**src/rtl/disp_pkg.sv**
```systemverilog
// Shared types and constants for the MM:SS seven-segment scan controller.
package disp_pkg;

  typedef enum logic [1:0] {
    SNAP     = 2'd0,
    CONV_MIN = 2'd1,
    CONV_SEC = 2'd2,
    SCAN     = 2'd3
  } state_e;

  typedef struct packed {
    logic [5:0] min;
    logic [5:0] sec;
  } snap_t;

  localparam logic [3:0] ANODES_OFF = 4'b1111;
  localparam logic [5:0] MAX_MINSEC = 6'd59;

endpackage

```
**src/rtl/scan_tick_gen.sv**
```systemverilog
// Per-slot dwell counter; flags the last and second-to-last cycle of a slot.
module scan_tick_gen #(
  parameter int TICK_DIV = 50000
) (
  input  logic clk,
  input  logic rst,
  input  logic en_i,
  output logic slot_end_o,
  output logic pre_end_o
);

  localparam int W = (TICK_DIV > 2) ? $clog2(TICK_DIV) : 1;
  localparam logic [W-1:0] LAST = W'(TICK_DIV - 1);
  localparam logic [W-1:0] PRE  = W'(TICK_DIV - 2);

  logic [W-1:0] cnt_q, cnt_d;

  assign slot_end_o = en_i && (cnt_q == LAST);
  assign pre_end_o  = en_i && (cnt_q == PRE);

  // Held at zero outside SCAN so every frame starts slot 0 on a clean count.
  always_comb begin
    cnt_d = '0;
    if (en_i && !slot_end_o) cnt_d = cnt_q + 1'b1;
  end

  always_ff @(posedge clk or posedge rst) begin
    if (rst) cnt_q <= '0;
    else     cnt_q <= cnt_d;
  end

endmodule

```
**src/rtl/split_digits.sv**
```systemverilog
// Binary 0..63 to two BCD digits; 60..63 come out as tens=6, ones=0..3.
module split_digits (
  input  logic [5:0] in,
  output logic [3:0] d1,
  output logic [3:0] d0
);

  assign d1 = 4'(in / 6'd10);
  assign d0 = 4'(in % 6'd10);

endmodule

```
**src/rtl/disp_scan_ctrl.sv**
```systemverilog
// 4-digit MM:SS display scanner: snapshot, two shared BCD conversions, then
// TICK_DIV cycles per digit. Outputs are registered from next-state values.
module disp_scan_ctrl
  import disp_pkg::*;
#(
  parameter int TICK_DIV = 50000,
  parameter bit LZ_BLANK = 1'b1
) (
  input  logic       clk,
  input  logic       rst,
  input  logic [5:0] min_in,
  input  logic [5:0] sec_in,
  input  logic       freeze,
  output logic [3:0] an,
  output logic [3:0] digit,
  output logic       dp_n,
  output logic       frame_done,
  output logic       range_err
);

  state_e          state_q, state_d;
  snap_t           snap_q, snap_d;
  logic [3:0][3:0] disp_q, disp_d;
  logic [1:0]      slot_q, slot_d;
  logic [3:0]      an_q, an_d, digit_q, digit_d;
  logic            dp_n_q, dp_n_d, frame_done_q, frame_done_d, range_err_q, range_err_d;
  logic [5:0]      split_in;
  logic [3:0]      d1, d0;
  logic            slot_end, pre_end;

  assign split_in = (state_q == CONV_MIN) ? snap_q.min : snap_q.sec;

  split_digits u_split (.in(split_in), .d1(d1), .d0(d0));

  scan_tick_gen #(.TICK_DIV(TICK_DIV)) u_tick (
    .clk        (clk),
    .rst        (rst),
    .en_i       (state_q == SCAN),
    .slot_end_o (slot_end),
    .pre_end_o  (pre_end)
  );

  always_comb begin
    state_d     = state_q;
    snap_d      = snap_q;
    disp_d      = disp_q;
    slot_d      = slot_q;
    range_err_d = range_err_q;
    unique case (state_q)
      SNAP: begin
        if (!freeze) begin
          snap_d.min = min_in;
          snap_d.sec = sec_in;
        end
        range_err_d = (snap_d.min > MAX_MINSEC) || (snap_d.sec > MAX_MINSEC);
        state_d     = CONV_MIN;
      end
      CONV_MIN: begin
        disp_d[3] = d1;
        disp_d[2] = d0;
        state_d   = CONV_SEC;
      end
      CONV_SEC: begin
        disp_d[1] = d1;
        disp_d[0] = d0;
        slot_d    = 2'd0;
        state_d   = SCAN;
      end
      SCAN: begin
        if (slot_end) begin
          if (slot_q == 2'd3) begin
            slot_d  = 2'd0;
            state_d = SNAP;
          end else begin
            slot_d = slot_q + 2'd1;
          end
        end
      end
    endcase

    // Drive the lit digit from the upcoming state so it appears with no extra blank cycle.
    an_d    = ANODES_OFF;
    digit_d = 4'd0;
    dp_n_d  = 1'b1;
    if (state_d == SCAN) begin
      digit_d = disp_d[slot_d];
      an_d    = ~(4'b0001 << slot_d);
      dp_n_d  = (slot_d != 2'd2);
      if (LZ_BLANK && slot_d == 2'd3 && disp_d[3] == 4'd0) an_d = ANODES_OFF;
    end
    frame_done_d = (state_q == SCAN) && (slot_q == 2'd3) && pre_end;
  end

  always_ff @(posedge clk or posedge rst) begin
    if (rst) begin
      state_q      <= SNAP;
      snap_q       <= '0;
      disp_q       <= '0;
      slot_q       <= 2'd0;
      an_q         <= ANODES_OFF;
      digit_q      <= 4'd0;
      dp_n_q       <= 1'b1;
      frame_done_q <= 1'b0;
      range_err_q  <= 1'b0;
    end else begin
      state_q      <= state_d;
      snap_q       <= snap_d;
      disp_q       <= disp_d;
      slot_q       <= slot_d;
      an_q         <= an_d;
      digit_q      <= digit_d;
      dp_n_q       <= dp_n_d;
      frame_done_q <= frame_done_d;
      range_err_q  <= range_err_d;
    end
  end

  assign an         = an_q;
  assign digit      = digit_q;
  assign dp_n       = dp_n_q;
  assign frame_done = frame_done_q;
  assign range_err  = range_err_q;

endmodule

```
**config.mk**
```make
export PLATFORM = sky130hd
export DESIGN_NAME = disp_scan_ctrl
export DESIGN_NICKNAME = d
export VERILOG_FILES = /design/src/rtl/disp_pkg.sv /design/src/rtl/scan_tick_gen.sv /design/src/rtl/split_digits.sv /design/src/rtl/disp_scan_ctrl.sv
export SDC_FILE = /design/constraint.sdc
export NUM_CORES = 1
export LEC_CHECK = 0
export BUFFER_PORTS_ARGS = -buffer_cell sky130_fd_sc_hd__buf_2
export CORE_MARGIN = 2
export CORE_UTILIZATION = 55
export DETAILED_ROUTE_END_ITERATION = 8
export PLACE_DENSITY = 0.83
export SLEW_MARGIN = 0
export SYNTH_ARGS = -nofsm -noshare
export SYNTH_HDL_FRONTEND = slang
export SYNTH_SLANG_ARGS = --single-unit
```
**constraint.sdc**
```tcl
create_clock -name clk -period 5.4 [get_ports clk]
set_input_delay 1.08 -clock clk [delete_from_list [all_inputs] [get_ports clk]]
set_output_delay 1.08 -clock clk [all_outputs]
set_load 0.02 [all_outputs]
```
==> results.txt, run 1 <==
pin count of the biggest net entering global routing -> 59
remaining antenna violation count -> 0
Starting Density -> 56.99%
Critical Path Sink Type -> flop
Max Clock Freq -> 238.5 MHz
Max Root-Sink Buffers -> 2
Yosys top cell by area -> dfrtp_1
Synth warnings -> 0
die width -> 79.54 microns
synth top area cells -> dfrtp_1 43%, mux2_2 5.7%, nand2_1 4.1%
post-synthesis cell type count -> 59
Sink Count -> 58
Setup TNS -> 0 ps
DR pass1 iterations -> 6
min Tclk post-route -> 4193 ps
core area -> 5507 sq um
worst hold slack -> 474.6 ps
RePlAce Congestion -> 0.9188
Diodes inserted -> 0
hold-critical path endpoint -> disp_q[0]$_DFF_PP0_
Slew @ Worst Pin -> 724.0 ps
reg2reg start -> state_q[0]$_DFF_PP0_
Post-synth EDFFs -> 0
Cell Chain, Critical Path -> nor2b_1 -> buf_4 -> mux2i_1 -> ha_1 -> a211oi_1 -> nor2_1 -> o21ai_0 -> a22oi_1 -> ha_1 -> inv_1 -> nor4_1 -> a2111oi_0 -> a41oi_1 -> a211oi_1 -> nor3_1
max-slew violation count -> 0
Bufs and invs on worst path -> 2
commonest non-fill, non-tap cell in the layout -> dfrtp_1
class of the most critical hold timing path -> flop to flop
most frequent cells in the layout -> 54 x dfrtp_1, 34 x nand2_1, 30 x nor2_1
H-Tree Level Count -> 3
RSZ-0062 raised after global routing -> false
Clk Latency, worst-skew pair -> 330 ps
crit-path max cell delay -> 740 ps
total number of vias -> 2514
drt initial violations -> 173
clock root buffer -> clkbuf_8
Tcrit/Tclk final -> 77.65%
DRC viols -> 0
hold depth -> 2
syn_area_per_cell -> 9.776 sq um
depth of the most critical reg-to-reg path -> 15
Worst setup SP type -> flop
Crit Path Class -> flop to flop
Max-Cap Viols -> 0
# setup viols final -> 0
HP Start -> disp_q[0]$_DFF_PP0_
setup ws final -> 1207 ps
Place WS -> 1372 ps
initial antenna violation count -> 0
vias per std cell -> 5.971
routed len/inst -> 15.70 microns
critical path's top delay family -> compound AO/OA/AOI/OAI gates
I/O Buffers -> 25
FP Rows -> 27
Async SR Flop Fraction -> 100.0%
clock slew at reported path FFs -> 60 ps
post-cts resize count -> 0
dominant synthesized flop cell -> dfrtp_1
die height -> 79.54 microns
Slew HR -> 51.73%
overall power -> 1.028 mW
final wirelength -> 6609 microns
P per Cell Area -> 295.5 nW/um^2
Critical Path AT -> 4390 ps
Seq/Total Area, Yosys -> 46.41%
R2R Path End -> digit[3]$_DFF_PP0_
Leakage -> 1.564 nW
CTS tree -> yes
Total GRT Usage -> 22.80%
number of global-route vias before repair -> 2433
Ports -> 26
final hold viol count -> 0
CP max FO -> 21
Syn Nets -> 341
Area Overhead vs Synth -> 10.85%
Synth Register Bits -> 58
status -> finished clean
hold_buf cts -> 0
reg2reg setup slack -> 1210 ps
post-synth top area share -> 43.06%
total CTS buffers -> 9
clk_skew -> 4.891 ps
cells after synthesis -> 321
final net count -> 364
slowest CP cell -> dfrtp_1
die area -> 6326 sq um
synthesized area -> 3138 sq um
Critical Path RT -> 5600 ps
VDD IR-drop max -> 0.0001794 V
GRT overflow -> 0
Post-DP HPWL -> 4604 microns
first-pass GRT wire length -> 11050 microns
Post-CTS Repair Setup Buffers -> 0
layout cells sized above 1 -> 21.49%
==> logic make-up (layout without fill, tap and decap cells) <==
family / count (synthesis) / in the layout / share of synthesized area (%)
compound gates: 63 / 63 / 13.76
buf+inv: 25 / 53 / 4.107
flops: 58 / 58 / 46.41
mux: 25 / 25 / 8.772
xor+xnor: 14 / 14 / 3.908
simple gates: 131 / 131 / 21.05
fa+ha+maj: 5 / 5 / 1.994
==> worst min-delay path: stages (launching register included) <==
cell	delay (ps)
dfrtp_1	320
nand2_1	50
nand2_1	70
==> where the power goes <==
group / switching, mW / internal, mW
clock network: 0.164 / 0.238
registers: 0.0187 / 0.466
logic: 0.0838 / 0.0574
total: 0.266 / 0.762
==> routing by layer <==
| layer | global-route usage [%] | share of wire (%) |
|---|---|---|
| met1 | 29.36 | 44 |
| met3 | 5.204 | 6.8 |
| met5 | 0 | 0 |
| met2 | 36.13 | 48 |
| met4 | 11.38 | 2.0 |
==> worst max path at each step <==
stage,startpoint,end,cells past startpoint
6_report,state_q[0]$_DFF_PP0_,digit[3]$_DFF_PP0_,15
5_1_grt,state_q[0]$_DFF_PP0_,digit[3]$_DFF_PP0_,14
4_1_cts,state_q[0]$_DFF_PP0_,digit[3]$_DFF_PP0_,15
2_1_floorplan,state_q[1]$_DFF_PP0_,digit[3]$_DFF_PP0_,16
3_3_place_gp,state_q[0]$_DFF_PP0_,digit[3]$_DFF_PP0_,15
3_5_place_dp,state_q[0]$_DFF_PP0_,digit[3]$_DFF_PP0_,15
==> stage by stage <==
| step | cells | util, % | cell area, sq um |
|---|---|---|---|
| final | 421 | 63.17 | 3478 |
| after floorplan | 321 | - | 3138 |
| after global routing | 421 | 63.17 | 3478 |
| after detailed placement | 405 | 59.58 | 3281 |
| after global placement | 405 | 59.58 | 3281 |
| after CTS | 421 | 63.17 | 3478 |
==> synthesized netlist by cell type, types with 4 or more instances <==
cell	instances
dfrtp_1	54
dfstp_2	4
mux2_2	16
nor2b_1	6
clkbuf_1	10
a21oi_1	11
nand3_1	16
nand4_1	7
nand2_1	34
nor3_1	11
xor2_1	8
o21ai_0	14
buf_6	4
xnor2_1	6
inv_1	8
mux2i_1	8
nor4_1	7
nor2_1	30
ha_1	5
a31oi_1	6
==> sequential cells by signal, indices dropped and copies added, names as in the netlist <==
name          flops
an                3
digit             4
slot_q            2
snap_q           12
range_err         1
disp_q           16
state_q           2
dp_n              1
u_tick.cnt_q     16
frame_done        1
==> final cells by class <==
| type | count | area, sq um |
|---|---|---|
| clock inverters | 2 | 35.03 |
| multi-input cells | 238 | 1553 |
| flip-flops and latches | 58 | 1456 |
| fillers | 452 | 2028 |
| repair buffers | 28 | 147.6 |
| clock buffers | 14 | 162.7 |
| well taps | 72 | 90.09 |
| inverters | 9 | 33.78 |
No activity file was read; power rests on OpenSTA's default activity.
==> inputs of run 2 (changes only) <==
--- a/config.mk
+++ b/config.mk
@@ -5,11 +5,12 @@
 export SDC_FILE = /design/constraint.sdc
 export NUM_CORES = 1
 export LEC_CHECK = 0
+export ABC_AREA = 1
 export BUFFER_PORTS_ARGS = -buffer_cell sky130_fd_sc_hd__buf_2
 export CORE_MARGIN = 2
-export CORE_UTILIZATION = 55
+export CORE_UTILIZATION = 54
 export DETAILED_ROUTE_END_ITERATION = 8
-export PLACE_DENSITY = 0.83
+export PLACE_DENSITY = 0.85
 export SLEW_MARGIN = 0
 export SYNTH_ARGS = -nofsm -noshare
 export SYNTH_HDL_FRONTEND = slang
==> constraint.sdc (replaced) <==
create_clock -name clk -period 3.56 [get_ports clk]
set_input_delay 0.712 -clock clk [delete_from_list [all_inputs] [get_ports clk]]
set_output_delay 0.712 -clock clk [all_outputs]
set_load 0.02 [all_outputs]
==> run 2 against run 1 <==
Cell count grew 10%; critical endpoint unchanged; non-clock buffer count shrank 2; largest cell class is now registers; synthesized area shrank 0.20%; hold slack gained 13 ps; synthesized cell count grew 12%; highest routed layer unchanged; power grew 52%; clock skew grew 0.95 ps.
==> results.txt, run 2 <==
slowest CP cell -> dfrtp_1
drt initial violations -> 171 (-1.2%)
Critical Path RT -> 3790 ps (-1810 ps)
total CTS buffers -> 9 (unchanged)
Clk Latency, worst-skew pair -> 330 ps (about the same)
final wirelength -> 6201 microns (-6.2%)
Ports -> 26 (unchanged)
Syn Nets -> 379 (+11%)
# setup viols final -> 0 (unchanged)
R2R Path End -> digit[3]$_DFF_PP0_
syn_area_per_cell -> 8.724 sq um (-11%)
post-synthesis cell type count -> 42 (-29%)
P per Cell Area -> 446.3 nW/um^2 (+51%)
critical path's top delay family -> simple AND/OR/NAND/NOR gates
final hold viol count -> 0 (unchanged)
I/O Buffers -> 25 (unchanged)
status -> finished clean
Starting Density -> 56.53% (-0.46 points)
CTS tree -> yes
Critical Path AT -> 3050 ps (-1340 ps)
initial antenna violation count -> 0 (unchanged)
M1 wire length -> 2787 microns (-3.2%)
cell with the most instances after synthesis -> nand2_1
die width -> 80.16 microns (+0.78%)
routed len/inst -> 13.36 microns (-15%)
Setup TNS -> 0 ps (unchanged)
RePlAce Congestion -> 0.8886 (-3.3%)
layout cells sized above 1 -> 25.26% (+3.8 points)
clk_skew -> 5.844 ps (+0.9522 ps)
Area Overhead vs Synth -> 11.51%
Commonest cells post-synth -> 66 x nand2_1, 54 x dfrtp_1, 46 x inv_1
Synth warnings -> 0 (unchanged)
Yosys top cell by area -> dfrtp_1
Leakage -> 1.714 nW (+9.6%)
core area -> 5540 sq um (+0.61%)
Slew @ Worst Pin -> 810.6 ps (+86.58 ps)
routed wl met3 -> 218 microns (-52%)
Tcrit/Tclk final -> 79.11% (+1.5 points)
die height -> 80.16 microns (+0.78%)
GRT overflow -> 0 (unchanged)
Post-CTS Repair Setup Buffers -> 0 (unchanged)
synth top area cells -> dfrtp_1 43%, nand2_1 7.9%, inv_1 5.5%
hold depth -> 2 (unchanged)
min Tclk post-route -> 2816 ps (-1377 ps)
Post-DP HPWL -> 4420 microns (-4.0%)
Post-synth EDFFs -> 0 (unchanged)
final net count -> 407 (+12%)
clock slew at reported path FFs -> 70 ps (about the same)
reg2reg setup slack -> 740 ps (-460 ps)
max-slew violation count -> 0 (unchanged)
final core utilization -> 63.03% (-0.14 points)
Max Clock Freq -> 355.1 MHz (+49%)
Total GRT Usage -> 21.96% (-0.83 points)
FP Rows -> 27 (unchanged)
reg2reg start -> state_q[0]$_DFF_PP0_
remaining antenna violation count -> 0 (unchanged)
H-Tree Level Count -> 3 (unchanged)
top routing layer in use -> met4
vias per std cell -> 5.269 (-12%)
crit-path max cell delay -> 580 ps (-160 ps)
number of global-route vias before repair -> 2413 (-0.82%)
Crit Path Class -> flop to flop
depth of the most critical reg-to-reg path -> 23 (+8)
HP Start -> disp_q[7]$_DFF_PP0_
DRC viols -> 0 (unchanged)
Diodes inserted -> 0 (unchanged)
commonest non-fill, non-tap cell in the layout -> nand2_1
most frequent cells in the layout -> 66 x nand2_1, 54 x dfrtp_1, 45 x inv_1
total number of vias -> 2445 (-2.7%)
Max-Cap Viols -> 0 (unchanged)
Synth Register Bits -> 58 (unchanged)
Async SR Flop Fraction -> 100.0% (unchanged)
biggest regs -> disp_q x16, u_tick.cnt_q x16, snap_q x12
Worst setup SP type -> flop
Max Root-Sink Buffers -> 2 (unchanged)
DR pass1 iterations -> 4 (-2)
Sink Count -> 58 (unchanged)
class of the most critical hold timing path -> flop to flop
CP max FO -> 12 (-43%)
Routed met2 length -> 3103 microns (-1.3%)
hold-critical path endpoint -> disp_q[7]$_DFF_PP0_
Cell Chain, Critical Path -> nand2_8 -> nand2_2 -> nand2_4 -> ha_1 -> inv_1 -> nand3_2 -> nand2_4 -> nand2_4 -> nand2_2 -> nand2_1 -> nand2_1 -> inv_1 -> ha_1 -> inv_1 -> nand3_1 -> nand2_1 -> clkinv_1 -> nand2_2 -> nand3_1 -> nand3_1 -> nand3_1 -> nand2_1 -> inv_1
synthesized area -> 3132 sq um (-0.20%)
Critical Path Sink Type -> flop
clock root buffer -> clkbuf_8
Slew HR -> 45.88% (-5.9 points)
post-cts resize count -> 0 (unchanged)
cells after synthesis -> 359 (+12%)
post-synth top area share -> 43.15% (+0.086 points)
hold_buf cts -> 0 (unchanged)
die area -> 6425 sq um (+1.6%)
Bufs and invs on worst path -> 5 (+3)
Seq/Total Area, Yosys -> 46.50% (+0.093 points)
dominant synthesized flop cell -> dfrtp_1
VDD IR-drop max -> 0.0002503 V (+40%)
pin count of the biggest net entering global routing -> 40 (-32%)
first-pass GRT wire length -> 10710 microns (-3.1%)
RSZ-0062 raised after global routing -> false
## run 2: worst max path at each step
stage,startpoint,to,cells after the start
global placement,state_q[0]$_DFF_PP0_,digit[3]$_DFF_PP0_,23
CTS,state_q[0]$_DFF_PP0_,digit[3]$_DFF_PP0_,23
floorplan,state_q[1]$_DFF_PP0_,digit[3]$_DFF_PP0_,25
finish,state_q[0]$_DFF_PP0_,digit[3]$_DFF_PP0_,23
global route,state_q[0]$_DFF_PP0_,digit[3]$_DFF_PP0_,23
detailed placement,state_q[0]$_DFF_PP0_,digit[3]$_DFF_PP0_,23
## run 2: where the power goes
group | internal, mW | switching [mW]
clock network | 0.361 | 0.247
registers | 0.706 | 0.0149
logic | 0.0888 | 0.141
## run 2: cell type report
cell class,count,area [sq um]
clock inverter,2,35.03
tap,72,90.09
inverter,52,197.7
fill,446,2048
multi-input combinational,240,1418
clock buffer,14,162.7
sequential,58,1456
timing repair buffer,26,132.6
## run 2: worst min-delay path: cells and delay by family, from the launching register on
family                 cells  cell delay, ps
DFF                        1             330
and+or+nand+nor            1              50
buffers and inverters      1              60
## run 2: cells by family (layout without fill, tap and decap cells)
logic type	count (synthesis)	in the layout	synth area share (%)
AOI/OAI and AO/OA	47	47	10.95
xor gates and xnor gates	1	1	0.2797
adders and majority gates	5	5	1.998
buffers and inverters	61	94	8.230
DFF	58	58	46.50
muxes	2	2	0.7191
and+or+nand+nor	185	185	31.32
## run 2: through the flow
stage	total power [mW]	hold WS, ps	std cells	area [sq um]	worst slack [ps]
global route	1.636	512.9	464	3492	468.0
global placement	0.9504	447.7	448	3294	941.4
finish	1.559	487.1	464	3492	743.6
detailed placement	0.9605	465.4	448	3294	789.2
CTS	1.574	480.7	464	3492	741.6
floorplan	0.9083	430.9	359	3132	1031
## run 2: layer usage
layer / global-route usage (%) / up-vias
met2: 34.92 / 41
met3: 5.169 / 10
met1: 28.50 / 1176
met5: 0 / -
li1: - / 1218
met4: 10.00 / 0
==> inputs of run 3 (changes only) <==
--- a/config.mk
+++ b/config.mk
@@ -8,9 +8,9 @@
 export ABC_AREA = 1
 export BUFFER_PORTS_ARGS = -buffer_cell sky130_fd_sc_hd__buf_2
 export CORE_MARGIN = 2
-export CORE_UTILIZATION = 54
+export CORE_UTILIZATION = 55
 export DETAILED_ROUTE_END_ITERATION = 8
-export PLACE_DENSITY = 0.85
+export PLACE_DENSITY = 0.83
 export SLEW_MARGIN = 0
 export SYNTH_ARGS = -nofsm -noshare
 export SYNTH_HDL_FRONTEND = slang
==> constraint.sdc (replaced) <==
create_clock -name clk -period 2.8 [get_ports clk]
set_input_delay 0.56 -clock clk [delete_from_list [all_inputs] [get_ports clk]]
set_output_delay 0.56 -clock clk [all_outputs]
set_load 0.02 [all_outputs]
==> run 3 against run 2 <==
Cell count increased by 1.7%; largest power group unchanged; cell area increased by 3.4%; non-clock buffer count grew 8; power grew 33%; first-iteration DRC count fell by 37%; clock power increased by 41%; die area shrank 1.7%; utilization is 2.6 points higher.
==> results.txt, run 3 (synthesis results as in run 2) <==
Max Root-Sink Buffers -> 2 (unchanged)
Filler Cells Inserted -> 433 (-2.9%)
most frequent cells in the layout -> 64 x nand2_1, 52 x dfrtp_1, 44 x inv_1
H-Tree Level Count -> 3 (unchanged)
Diodes inserted -> 0 (unchanged)
min Tclk post-route -> 2573 ps (-243.9 ps)
pin count of the biggest net entering global routing -> 25 (-38%)
final net count -> 415 (+2.0%)
final hold viol count -> 0 (unchanged)
clock slew at reported path FFs -> 70 ps (about the same)
Leakage -> 1.771 nW (+3.4%)
remaining antenna violation count -> 0 (unchanged)
overall power -> 2.069 mW (+33%)
placed insts -> 452 (+0.89%)
core area -> 5507 sq um (-0.61%)
clk_skew -> 11.58 ps (+5.739 ps)
reg2reg start -> state_q[1]$_DFF_PP0_
biggest regs -> disp_q x16, u_tick.cnt_q x16, snap_q x12
Slew HR -> 68.37% (+22 points)
total number of vias -> 2489 (+1.8%)
die area -> 6314 sq um (-1.7%)
# setup viols final -> 0 (unchanged)
final wirelength -> 6365 microns (+2.6%)
Finished Cell Area -> 3612 sq um (+3.4%)
Worst setup SP type -> flop
Setup TNS -> 0 ps (unchanged)
R2R Path End -> digit[3]$_DFF_PP0_
clock root buffer -> clkbuf_8
P per Cell Area -> 572.7 nW/um^2 (+28%)
critical path's top delay family -> simple AND/OR/NAND/NOR gates
Bufs and invs on worst path -> 7 (+2)
Ports -> 26 (unchanged)
DRC viols -> 0 (unchanged)
worst hold slack -> 191.0 ps (-296.2 ps)
final core utilization -> 65.60% (+2.6 points)
CTS tree -> yes
Slew @ Worst Pin -> 470.9 ps (-339.7 ps)
drt initial violations -> 107 (-37%)
CP most frequent cell -> nand3_1
DR pass1 iterations -> 4 (unchanged)
crit-path max cell delay -> 410 ps (-170 ps)
layout cells sized above 1 -> 29.00% (+3.7 points)
Total GRT Usage -> 21.89% (-0.070 points)
routed len/inst -> 13.49 microns (+0.90%)
depth of the most critical reg-to-reg path -> 23 (unchanged)
max-slew violation count -> 0 (unchanged)
status -> finished clean
Post-DP HPWL -> 4494 microns (+1.7%)
Area Overhead vs Synth -> 15.34%
fin cells -> 472 (+1.7%)
Critical Path RT -> 3050 ps (-740 ps)
Sink Count -> 58 (unchanged)
die width -> 79.46 microns (-0.87%)
placed instance area -> 3324 sq um (+0.91%)
Cell Chain, Critical Path -> clkinv_4 -> nand2_8 -> buf_12 -> nand2_2 -> nand2_4 -> inv_2 -> nand2_4 -> nand3_4 -> nand2_4 -> nand3_1 -> nand2_2 -> inv_1 -> ha_1 -> inv_1 -> nand3_1 -> nand2_1 -> clkinv_1 -> nand2_2 -> nand3_1 -> nand3_1 -> nand3_1 -> nand2_1 -> inv_1
Critical Path AT -> 2820 ps (-230 ps)
commonest non-fill, non-tap cell in the layout -> nand2_1
Crit Path Class -> flop to flop
reg2reg setup slack -> 230 ps (-520 ps)
Max Clock Freq -> 388.7 MHz (+9.5%)
Place WS -> 42.92 ps (-746.3 ps)
VDD IR-drop max -> 0.0003448 V (+38%)
FP Rows -> 27 (unchanged)
hold_buf cts -> 0 (unchanged)
Tcrit/Tclk final -> 91.88% (+13 points)
Max-Cap Viols -> 0 (unchanged)
number of global-route vias before repair -> 2425 (+0.50%)
GRT overflow -> 0 (unchanged)
RSZ-0062 raised after global routing -> false
I/O Buffers -> 25 (unchanged)
die height -> 79.46 microns (-0.87%)
CP max FO -> 8 (-4)
Setup crit start -> state_q[1]$_DFF_PP0_
slowest CP cell -> dfrtp_2
vias per std cell -> 5.273 (about the same)
initial antenna violation count -> 0 (unchanged)
total CTS buffers -> 9 (unchanged)
Critical Path Sink Type -> flop
setup ws final -> 227.5 ps (-516.1 ps)
Clk Latency, worst-skew pair -> 350 ps (+20 ps)
first-pass GRT wire length -> 10650 microns (-0.58%)
class of the most critical hold timing path -> input port to asynchronous set/reset pin
Starting Density -> 56.87% (+0.35 points)
RePlAce Congestion -> 0.9007 (+1.4%)
-- run 3: per-layer routing --
metal | GRT usage [%] | part of all wire [%]
met2 | 36.64 | 50
met3 | 6.787 | 4.8
met5 | 0 | 0
met1 | 26.43 | 43
met4 | 8.276 | 1.6
-- run 3: worst max-delay path by stage --
stage | end | slack [ps] | cells after the start
after floorplan | digit[3]$_DFF_PP0_ | 270 | 25
after global placement | digit[3]$_DFF_PP0_ | 190 | 23
after detailed placement | digit[3]$_DFF_PP0_ | 40 | 23
after CTS | digit[3]$_DFF_PP0_ | 30 | 23
after global routing | digit[3]$_DFF_PP0_ | 20 | 23
final | digit[3]$_DFF_PP0_ | 230 | 23
-- run 3: final cells by class --
cell class                 instances  area, sq um  share of cell area, %
sequential                        58         1459                  40.39
timing repair buffer              34        205.2                  5.681
clock inverter                     6        80.08                  2.217
inverter                          52        200.2                  5.542
clock buffer                      10        137.6                  3.810
multi-input combinational        240         1440                  39.87
tap                               72        90.09                  2.494
-- run 3: what timing repair did --
action | in CTS | in global routing
setup endpoints to repair | 0 | 4
gates resized for setup | 0 | 8
buffers inserted | 0 | 4
endpoints found under the hold margin | 0 | 0
-- run 3: power breakdown --
part | switching [mW] | total, mW | internal, mW
clock | 0.336 | 0.855 | 0.518
sequential | 0.0190 | 0.916 | 0.897
combinational | 0.182 | 0.298 | 0.116
total | 0.537 | 2.07 | 1.53
